[config.mk]
export PLATFORM = sky130hd
export DESIGN_NAME = layer_sequencer
export DESIGN_NICKNAME = d
export VERILOG_FILES = /design/src/rtl/layer_sequencer_pkg.sv /design/src/rtl/layer_sequencer_delay.sv /design/src/rtl/layer_sequencer.sv
export SDC_FILE = /design/constraint.sdc
export NUM_CORES = 1
export LEC_CHECK = 0
export CAP_MARGIN = 20
export CELL_PAD_IN_SITES_DETAIL_PLACEMENT = 1
export CELL_PAD_IN_SITES_GLOBAL_PLACEMENT = 1
export CORE_MARGIN = 1
export CORE_UTILIZATION = 43
export DETAILED_ROUTE_END_ITERATION = 10
export GPL_TIMING_DRIVEN = 0
export PLACE_DENSITY = 0.95
export SLEW_MARGIN = 40
export SYNTH_ARGS = -nofsm -noshare
export SYNTH_HDL_FRONTEND = slang
export SYNTH_SLANG_ARGS = --single-unit
[constraint.sdc]
create_clock -name clk -period 4.5 [get_ports clk]
set_clock_uncertainty 0.05 [all_clocks]
set_input_delay 0.45 -clock clk [delete_from_list [all_inputs] [get_ports clk]]
set_output_delay 0.45 -clock clk [all_outputs]
set_load 0.05 [all_outputs]
[src/rtl/layer_sequencer_pkg.sv]
// Shared types and default sizing for the fully-connected layer sequencer.
package layer_sequencer_pkg;

  localparam int NU_COUNT     = 8;                     // default MAC lanes per tile
  localparam int Q_SIZE       = $clog2(NU_COUNT) + 1;  // width needed to hold a lane count
  localparam int XY_MEM_DEPTH = 1 << 10;               // default xy memory words
  localparam int W_MEM_DEPTH  = 1 << 10;               // default weight memory words

  typedef enum logic [2:0] {
    S_IDLE,
    S_MAC,
    S_DRAIN,
    S_UPD,
    S_SERIAL,
    S_FLUSH,
    S_NEXT
  } seq_state_t;

endpackage

[src/rtl/layer_sequencer_delay.sv]
// Write-strobe/address delay line that aligns result writes with the
// activation function output, DEPTH cycles after the element is presented.
module seq_delay_line #(
  parameter int DEPTH = 1,
  parameter int AW    = 10
) (
  input  logic          i_clk,
  input  logic          i_rst_n,
  input  logic          i_we,
  input  logic [AW-1:0] i_addr,
  output logic          o_we,
  output logic [AW-1:0] o_addr
);

  logic [DEPTH-1:0] r_we;
  logic [AW-1:0]    r_addr [DEPTH];

  // Shift {we, addr} one stage per cycle; cleared on reset so no stale write escapes.
  always_ff @(posedge i_clk or negedge i_rst_n) begin
    if (!i_rst_n) begin
      r_we <= '0;
      for (int i = 0; i < DEPTH; i++) r_addr[i] <= '0;
    end else begin
      r_we[0]   <= i_we;
      r_addr[0] <= i_addr;
      for (int i = 1; i < DEPTH; i++) begin
        r_we[i]   <= r_we[i-1];
        r_addr[i] <= r_addr[i-1];
      end
    end
  end

  assign o_we   = r_we[DEPTH-1];
  assign o_addr = r_addr[DEPTH-1];

endmodule

[src/rtl/layer_sequencer.sv]
// Sequences one fully-connected layer: tiles neurons into groups of NU_COUNT,
// streams operands, accumulates, serializes, activates and writes results back.
module layer_sequencer #(
  parameter int NU_COUNT = layer_sequencer_pkg::NU_COUNT,
  parameter int XY_AW    = 10,
  parameter int W_AW     = 10,
  parameter int LEN_W    = 10,
  parameter int ACT_LAT  = 1
) (
  input  logic                clk,
  input  logic                reset,
  input  logic                start,
  input  logic [XY_AW-1:0]    in_base,
  input  logic [LEN_W-1:0]    in_len,
  input  logic [XY_AW-1:0]    out_base,
  input  logic [LEN_W-1:0]    out_len,
  input  logic [W_AW-1:0]     w_base,
  output logic                busy,
  output logic                done,
  output logic                err,
  output logic [XY_AW-1:0]    xy_read_addr,
  output logic [W_AW-1:0]     w_read_addr,
  output logic [NU_COUNT-1:0] mac_reg_enable,
  output logic                mac_acc_loopback,
  output logic                mac_acc_update,
  output logic                serializer_update,
  output logic                serializer_shift,
  output logic                act_input_select,
  output logic                xy_write_enable,
  output logic [XY_AW-1:0]    xy_write_addr
);

  import layer_sequencer_pkg::*;

  localparam logic [LEN_W-1:0] NU_L   = LEN_W'(NU_COUNT);
  localparam logic [LEN_W-1:0] ACT_M1 = LEN_W'(ACT_LAT - 1);

  seq_state_t       r_state;
  seq_state_t       w_next;
  logic [XY_AW-1:0] r_in_base;
  logic [XY_AW-1:0] r_out_base;
  logic [LEN_W-1:0] r_in_len;
  logic [LEN_W-1:0] r_rem;       // neurons not yet retired, including the current tile
  logic [LEN_W-1:0] r_tile_off;  // first neuron index of the current tile
  logic [LEN_W-1:0] r_cnt;       // cycle index within the current state
  logic [W_AW-1:0]  r_w_ptr;     // runs across tiles; only reloaded by a new descriptor
  logic             r_err;

  logic [LEN_W-1:0] w_k;
  logic             w_last_tile;
  logic             w_zero;
  logic             w_accept;
  logic             w_lanes_on;
  logic             w_dl_we;
  logic [XY_AW-1:0] w_dl_addr;

  assign w_k         = (r_rem > NU_L) ? NU_L : r_rem;
  assign w_last_tile = (r_rem == w_k);
  assign w_zero      = (in_len == '0) || (out_len == '0);
  assign w_accept    = start && (r_state == S_IDLE) && !r_err;

  // State register.
  always_ff @(posedge clk or negedge reset) begin
    if (!reset) r_state <= S_IDLE;
    else        r_state <= w_next;
  end

  // Next-state: each phase ends on its own cycle count.
  always_comb begin
    w_next = r_state;
    case (r_state)
      S_IDLE:   if (w_accept && !w_zero) w_next = S_MAC;
      S_MAC:    if (r_cnt == r_in_len - 1'b1) w_next = S_DRAIN;
      S_DRAIN:  w_next = S_UPD;
      S_UPD:    w_next = S_SERIAL;
      S_SERIAL: if (r_cnt == w_k - 1'b1) w_next = S_FLUSH;
      S_FLUSH:  if (r_cnt == ACT_M1) w_next = S_NEXT;
      S_NEXT:   w_next = w_last_tile ? S_IDLE : S_MAC;
      default:  w_next = S_IDLE;
    endcase
  end

  // Descriptor capture, per-state cycle counter, tile bookkeeping and weight pointer.
  always_ff @(posedge clk or negedge reset) begin
    if (!reset) begin
      r_in_base  <= '0;
      r_out_base <= '0;
      r_in_len   <= '0;
      r_rem      <= '0;
      r_tile_off <= '0;
      r_cnt      <= '0;
      r_w_ptr    <= '0;
      r_err      <= 1'b0;
    end else begin
      r_err <= w_accept && w_zero;
      if (r_state == S_IDLE || w_next != r_state) r_cnt <= '0;
      else                                         r_cnt <= r_cnt + 1'b1;
      if (w_accept) begin
        r_in_base  <= in_base;
        r_out_base <= out_base;
        r_in_len   <= in_len;
        r_rem      <= out_len;
        r_tile_off <= '0;
        r_w_ptr    <= w_base;
      end
      if (r_state == S_MAC) r_w_ptr <= r_w_ptr + 1'b1;
      if (r_state == S_NEXT) begin
        r_tile_off <= r_tile_off + w_k;
        r_rem      <= r_rem - w_k;
      end
    end
  end

  // Datapath control decode from the current state and cycle index.
  always_comb begin
    busy              = (r_state != S_IDLE) || r_err;
    done              = ((r_state == S_NEXT) && w_last_tile) || r_err;
    err               = r_err;
    xy_read_addr      = '0;
    w_read_addr       = '0;
    mac_acc_update    = 1'b0;
    mac_acc_loopback  = 1'b0;
    serializer_update = (r_state == S_UPD);
    serializer_shift  = 1'b0;
    act_input_select  = 1'b0;
    w_lanes_on        = (r_state == S_MAC) || (r_state == S_DRAIN);
    w_dl_we           = 1'b0;
    w_dl_addr         = r_out_base + XY_AW'(r_tile_off) + XY_AW'(r_cnt);
    for (int j = 0; j < NU_COUNT; j++) begin
      mac_reg_enable[j] = w_lanes_on && (LEN_W'(j) < w_k);
    end
    case (r_state)
      S_MAC: begin
        xy_read_addr     = r_in_base + XY_AW'(r_cnt);
        w_read_addr      = r_w_ptr;
        mac_acc_update   = (r_cnt != '0);
        mac_acc_loopback = (r_cnt > LEN_W'(1));
      end
      S_DRAIN: begin
        mac_acc_update   = 1'b1;
        mac_acc_loopback = (r_in_len > LEN_W'(1));
      end
      S_SERIAL: begin
        act_input_select = 1'b1;
        serializer_shift = (r_cnt != w_k - 1'b1);
        w_dl_we          = 1'b1;
      end
      default: ;
    endcase
  end

  seq_delay_line #(
    .DEPTH(ACT_LAT),
    .AW   (XY_AW)
  ) u_delay (
    .i_clk  (clk),
    .i_rst_n(reset),
    .i_we   (w_dl_we),
    .i_addr (w_dl_addr),
    .o_we   (xy_write_enable),
    .o_addr (xy_write_addr)
  );

endmodule
==> results of run 1 <==
[placed cells by master (no fill, tap or decap), types with 7 or more instances in the layout]
cell type	instances
a21o_1	7
a21oi_1	45
and3_1	17
clkbuf_1	25
clkbuf_16	9
clkdlybuf4s50_1	97
dfrtp_1	85
fa_1	12
ha_1	37
inv_1	30
nand2_1	130
nand3_1	24
nand4_1	9
nor2_1	59
nor3_1	16
nor4_1	10
o211ai_1	7
o21ai_0	25
xnor2_1	26
xor2_1	17
[layer usage]
| layer | global-route usage (%) | up-vias |
|---|---|---|
| met4 | 17.64 | 0 |
| li1 | - | 2558 |
| met3 | 4.583 | 69 |
| met5 | 0 | - |
| met2 | 53.84 | 190 |
| met1 | 36.28 | 2793 |
[final timing paths]
| check | endpoint | cells past startpoint | slack [ns] | from |
|---|---|---|---|---|
| max reg2reg | u_delay.o_addr[7] | 13 | 1.02 | r_cnt[0] |
| min in group asynchronous | r_out_base[6] | 2 | 0.49 | reset |
| min | r_in_base[7] | 2 | 0.43 | r_in_base[7] |
| max | xy_read_addr[8] | 8 | 0.14 | r_cnt[1] |
| max in group asynchronous | r_rem[5] | 3 | 3.31 | reset |
| min reg2reg | r_in_base[7] | 2 | 0.43 | r_in_base[7] |
[power by group through the flow]
stage	Combinational, W	Clock [W]	Sequential (W)
floorplan	0.000198	0	0.000943
global placement	0.000424	0	0.000874
detailed placement	0.000451	0	0.000877
CTS	0.000459	0.000721	0.000865
global route	0.000507	0.000749	0.000871
finish	0.000468	0.000718	0.000867
[area by class of cell]
class                   instances  area share (%)
multi-input cells             532           46.64
flip-flops and latches         85           29.36
repair buffers                101           14.19
clock buffers                  12           3.402
well taps                     172           2.970
inverters                      31           1.606
plain buffers                  27           1.502
clock inverters                 4          0.3281
[stage by stage]
stage               std cells  util, %  hold slack [ns]  setup WS (ns)  TNS, ns
finish                    964    56.72           0.4339         0.1438        0
global route              964    56.72           0.4684        0.02490        0
CTS                       965    56.75           0.4366         0.1439        0
detailed placement        948    54.52           0.2929         0.1011        0
global placement          947    54.30           0.4257        -0.1844   -15.04
floorplan                 676        -           0.1044         0.8221        0
[repair_timing]
item,4_1_cts,5_1_grt
hold buffers,1,0
gates resized for setup,2,0
endpoints found under the setup margin,1,1
endpoints found under the hold margin,27,0
[cells in the mapped netlist, drive strengths merged, types with 4 or more instances]
master  instances  area (µm²)
nor2           59       221.5
or3             5       31.28
a21oi          45       225.2
a21o            7       52.55
a31oi           5       31.28
fa             12       240.2
nor4           11       68.82
and3           17       106.4
o21ai          27       135.1
xnor2          26       227.7
nand2         130       488.0
o211ai          7       52.55
nor2b           4       25.02
xor2           17       148.9
nand3          24       120.1
nor3b           5       42.54
nand4           9       56.30
o41ai           5       62.56
nor3           16       80.08
buf             4       22.52
inv            31       116.4
dfrtp          85        2127
ha             37       462.9
clkbuf         24       90.09
o21bai          5       37.54
or2             4       25.02
[registers in the layout (all words and copies together), names as in the netlist]
signal          cells
err                 1
r_cnt              10
r_in_base          10
r_in_len           10
r_out_base         10
r_rem              10
r_state             3
r_tile_off         10
r_w_ptr            10
u_delay.o_addr     10
u_delay.o_we        1
[worst reg2reg max path: cells and delay by family, from the launching register on]
family                     cells  cell delay, ns
adders and majority gates      3            0.98
buffers and inverters          4            0.86
AOI/OAI and AO/OA              3            0.64
DFF                            1            0.42
and+or+nand+nor                2            0.31
xor gates and xnor gates       1            0.12
[logic make-up after synthesis]
family / count (synthesis) / synth area share [%]
adder cells (fa/ha/maj): 49 / 12.31
AO/OA/AOI/OAI: 137 / 15.79
multiplexers: 3 / 0.5255
AND/OR/NAND/NOR: 294 / 23.43
buffers and inverters: 59 / 4.007
flip-flops: 85 / 37.22
other: 2 / 0.1314
XOR/XNOR: 43 / 6.591
==> metrics.csv, run 1 <==
stage,metric,value,unit
synth,top_reg_cell synth,dfrtp_1,
pwr,Worst IR Drop VDD,0.0001609,V
layout,Antenna Cells,0,
cts,CTS tree,yes,
synth,fraction of registers with async set/reset,100.0,%
synth,YS warnings,0,
route,DR WL met2,10040,µm
grt,global-route wire length before repair,31510,µm
route,total number of vias,5610,
floorplanning,Chip Height,117.3,µm
synth,number of synthesized register bits,85,
synth,register area share after synthesis,37.22,%
floorplanning,chip width,117.3,µm
sta,worst-margin pin slew,0.7581,ns
place,"Cell Area, Placed",6964,µm²
layout,P&R area growth vs syn,26.80,%
pwr,Pint,0.001401,W
synth,syn avg cell area,8.503,µm²
critical_path,CP max FO,10,
cts,clk slew on worst S/H paths,0.06,ns
critical_path,"Arr. time, crit path",3.86,ns
floorplanning,num rows,41,
sta,max-slew violations,0,
pwr,Switching Fraction,31.76,%
critical_path,Critical Path Sink Type,output port,
grt,largest net degree at the start of global routing,59,
grt,total grt overflow,0,
layout,Filler cells,1521,
critical_path,crit path cell chain,fa_1 -> a21o_1 -> a21oi_1 -> o21bai_1 -> a2111oi_0 -> nor3_1 -> nor3b_1 -> clkdlybuf4s50_1,
floorplanning,Initial Utilization,44.74,%
floorplanning,core area,12770,µm²
place,input/output buffers,99,
cts,TritonCTS Buffers,9,
route,WL met3,907,µm
cts,post-CTS setup buffers,0,
pwr,total power,0.002053,W
route,Routed WL per cell,20.49,µm
route,first drt pass iteration count,5,
route,top routing layer used,met4,
layout,share of cells above drive strength 1,4.040,%
layout,final instance area,7246,µm²
cts,clock tree sinks,85,
sta,Max Clk Rate,229.6,MHz
route,M1 WL,7960,µm
layout,Nets,889,
pwr,clock share of power,35.0,%
critical_path,"Req. time, crit path",4.00,ns
sta,post-layout min period,4.356,ns
critical_path,Slowest Stage Delay on Critical Path,0.86,ns
pwr,Net Sw Power,0.0006521,W
critical_path,CP Launch Type,flop,
layout,register area,2127,µm²
critical_path,critical path class,reg2out,
outcome,status,completed,
grt,initial antenna violation count,0,
synth,Post-synth EDFFs,0,
route,Final ANT Viol Nets,0,
floorplanning,Die ar.,13750,µm²
pwr,share of total power in combinational logic,22.8,%
route,post-DR vias/cell,5.820,
synth,Synth Instances,672,
sta,final setup fails,0,
place,final RePlAce weighted congestion,0.8882,
route,DRT iter0 DRCs,370,
pwr,pwr/cell area,283.4,nW/µm²
route,# DRC,0,
cts,latest clock arrival within the worst-skew pair,0.36,ns
layout,Multi-input gate area,3379,µm²
critical_path,Slowest cell on crit path,clkdlybuf4s50_1,
route,drt total wl,19750,µm
sta,final hold violations,0,
floorplanning,I/O pin count,100,
grt,gr usage total,30.87,%
cts,H-tree depth,3,
sta,slew margin rel.,49.46,%
sta,RSZ-0062 raised after global routing,no,
critical_path,Worst Path Buf+Inv,1,
job,number of max-cap violations,0,
cts,Root Driver,clkbuf_16,
cts,Longest Clk Path Bufs,2,
critical_path,"delay-heaviest family, CP",compound AO/OA/AOI/OAI gates,
min_path,HP Class,reg2reg,
synth,library cells used by synthesis,58,
place,Final HPWL DP,14810,µm
pwr,Reg power frac,42.2,%
sta,post-route clock period utilization,96.80,%
pwr,leakage power,3.351,nW
grt,vias in the first global route,6199,
synth,post-synthesis cell area,5714,µm²
Note: power is estimated with default switching activity, not from simulation.
==> run 2, diff against run 1 <==
--- a/config.mk
+++ b/config.mk
@@ -12,6 +12,7 @@
 export CORE_UTILIZATION = 43
 export DETAILED_ROUTE_END_ITERATION = 10
 export GPL_TIMING_DRIVEN = 0
+export HOLD_SLACK_MARGIN = 0.06
 export PLACE_DENSITY = 0.95
 export SLEW_MARGIN = 40
 export SYNTH_ARGS = -nofsm -noshare
==> results of run 2 <==
Same layout as run 1: the final DEF is identical, and so are final timing and power.
==> run 3, diff against run 2 <==
--- a/config.mk
+++ b/config.mk
@@ -8,12 +8,13 @@
 export CAP_MARGIN = 20
 export CELL_PAD_IN_SITES_DETAIL_PLACEMENT = 1
 export CELL_PAD_IN_SITES_GLOBAL_PLACEMENT = 1
+export CORE_ASPECT_RATIO = 1.2
 export CORE_MARGIN = 1
-export CORE_UTILIZATION = 43
+export CORE_UTILIZATION = 36
 export DETAILED_ROUTE_END_ITERATION = 10
 export GPL_TIMING_DRIVEN = 0
 export HOLD_SLACK_MARGIN = 0.06
-export PLACE_DENSITY = 0.95
+export PLACE_DENSITY = 0.87
 export SLEW_MARGIN = 40
 export SYNTH_ARGS = -nofsm -noshare
 export SYNTH_HDL_FRONTEND = slang
==> constraint.sdc (replaced) <==
create_clock -name clk -period 3.9 [get_ports clk]
set_clock_uncertainty 0.05 [all_clocks]
set_input_delay 0.39 -clock clk [delete_from_list [all_inputs] [get_ports clk]]
set_output_delay 0.39 -clock clk [all_outputs]
set_load 0.05 [all_outputs]
==> metrics.csv, run 3 (same netlist as run 1, synthesis figures left out) <==
stage,metric,value,unit,change
outcome,status,completed,,
critical_path,CP Launch Type,flop,,
sta,max-slew violations,0,,unchanged
grt,M1 GR Usage,27.68,%,-8.6 points
pwr,Switching Fraction,31.31,%,-0.45 points
route,DRT iter0 DRCs,291,,-21%
critical_path,"Req. time, crit path",3.46,ns,-0.54 ns
critical_path,critical path class,reg2out,,
pwr,Pint,0.001636,W,+17%
sta,Fin Setup TNS,0,ns,unchanged
floorplanning,Initial Utilization,36.68,%,-8.1 points
layout,P&R area growth vs syn,28.18,%,
route,post-DR vias/cell,5.524,,-5.1%
route,Routed WL per cell,18.63,µm,-9.1%
route,total number of vias,5524,,-1.5%
grt,gr usage total,23.93,%,-6.9 points
cts,Root Driver,clkbuf_16,,
cts,clock tree sinks,85,,unchanged
critical_path,CP max FO,10,,unchanged
sta,final hold violations,0,,unchanged
pwr,Reg power frac,41.6,%,-0.6 points
pwr,clock share of power,36.0,%,+1.0 points
sta,final setup fails,0,,unchanged
route,drt total wl,18630,µm,-5.7%
layout,share of cells above drive strength 1,5.177,%,+1.1 points
pwr,share of total power in combinational logic,22.4,%,-0.4 points
grt,met2 Use GR,42.35,%,-11 points
critical_path,Critical Path Sink Type,output port,,
cts,TritonCTS Buffers,9,,unchanged
sta,post-route clock period utilization,95.63,%,
layout,"most common cell after layout, fill and taps aside",nand2_1,,
cts,Longest Clk Path Bufs,2,,unchanged
cts,CTS tree,yes,,
layout,"commonest cells after routing, fill and taps aside","nand2_1 (130), clkdlybuf4s50_1 (94), dfrtp_1 (84)",,
floorplanning,Chip Height,140.0,µm,+19%
route,# DRC,0,,unchanged
pwr,pwr/cell area,325.2,nW/µm²,+15%
cts,clk slew on worst S/H paths,0.07,ns,about the same
grt,global-route wire length before repair,30040,µm,-4.6%
pwr,Worst IR Drop VDD,0.0002266,V,+41%
sta,Max Clk Rate,268.1,MHz,
place,Final HPWL DP,13750,µm,-7.1%
min_path,HP Class,reg2reg,,
critical_path,"Arr. time, crit path",3.29,ns,-0.57 ns
job,number of max-cap violations,0,,unchanged
floorplanning,Die ar.,16380,µm²,+19%
place,input/output buffers,99,,unchanged
sta,slew margin rel.,52.06,%,+2.6 points
grt,global route hottest layer,met2,,
route,first drt pass iteration count,5,,unchanged
grt,initial antenna violation count,0,,unchanged
sta,worst-margin pin slew,0.7165,ns,-0.04162 ns
pwr,leakage power,3.384,nW,+0.97%
floorplanning,core area,15580,µm²,+22%
floorplanning,num rows,50,,+22%
grt,largest net degree at the start of global routing,50,,-15%
cts,H-tree depth,3,,unchanged
floorplanning,chip width,117.0,µm,-0.23%
sta,Hold Slack,0.4397,ns,+0.005742 ns
cts,latest clock arrival within the worst-skew pair,0.35,ns,about the same
sta,post-layout min period,3.730,ns,
cts,post-CTS setup buffers,0,,unchanged
floorplanning,I/O pin count,100,,unchanged
grt,vias in the first global route,5955,,-3.9%
layout,Nets,889,,unchanged
pwr,Net Sw Power,0.0007458,W,+14%
place,final RePlAce weighted congestion,0.8324,,-6.3%
sta,RSZ-0062 raised after global routing,no,,
grt,met3 Track Usage GR,3.548,%,-1.0 points
route,Final ANT Viol Nets,0,,unchanged
layout,Antenna Cells,0,,unchanged
grt,total grt overflow,0,,unchanged
-- run 3: worst paths after layout --
path,from,endpoint,slack [ns],depth (start not counted)
max,r_state[0],done,0.17,7
min,r_in_base[8],r_in_base[8],0.44,2
max in group asynchronous,reset,r_cnt[1],2.74,3
min in group asynchronous,reset,r_w_ptr[7],0.48,2
max reg2reg,r_cnt[0],u_delay.o_addr[7],0.51,13
min reg2reg,r_in_base[8],r_in_base[8],0.44,2
-- run 3: cell type report --
type / count / area [µm²]
plain buffers: 27 / 108.9
clock buffers: 11 / 252.7
clock inverters: 5 / 35.03
fillers: 1857 / 8253
inverters: 31 / 116.4
multi-input cells: 532 / 3402
flip-flops and latches: 85 / 2128
well taps: 208 / 260.3
repair buffers: 101 / 1021
-- run 3: per-layer routing --
metal / part of all wire [%] / vias to the layer above
li1: - / 2573
met1: 40 / 2728
met2: 52 / 172
met3: 4.0 / 51
met4: 4.1 / 0
met5: 0 / -
-- run 3: critical path: stages (launching register included) --
cell             delay, ns
dfrtp_1               0.38
clkbuf_1              0.22
nor2b_2               0.32
nand2_1               0.22
clkbuf_1              0.34
clkbuf_1              0.34
o21bai_1              0.29
clkdlybuf4s50_1       0.85
-- run 3: repair_timing --
item                       CTS  global route
setup endpoints to repair    7             7
hold endpoints to repair    36             0
gates resized for setup     10            10
hold buffers                 1             0
-- run 3: power groups by stage --
stage / clock network, W / logic, W / registers [W]
after floorplan: 0 / 0.000229 / 0.00109
after global placement: 0 / 0.000498 / 0.00100
after detailed placement: 0 / 0.000524 / 0.00101
after CTS: 0.000869 / 0.000531 / 0.000990
after global routing: 0.000891 / 0.000576 / 0.000998
final: 0.000858 / 0.000534 / 0.000990
-- run 3: through the flow --
step | cell area, µm² | utilization [%] | power (W) | std cells | setup slack [ns]
after detailed placement | 7009 | 45.00 | 0.001529 | 984 | -0.3217
after global routing | 7325 | 47.02 | 0.002465 | 1000 | 0.01711
after CTS | 7323 | 47.01 | 0.002390 | 1000 | 0.01917
after global placement | 6980 | 44.81 | 0.001503 | 983 | -0.8674
after floorplan | 5729 | - | 0.001318 | 676 | 0.2821
final | 7325 | 47.02 | 0.002382 | 1000 | 0.1705
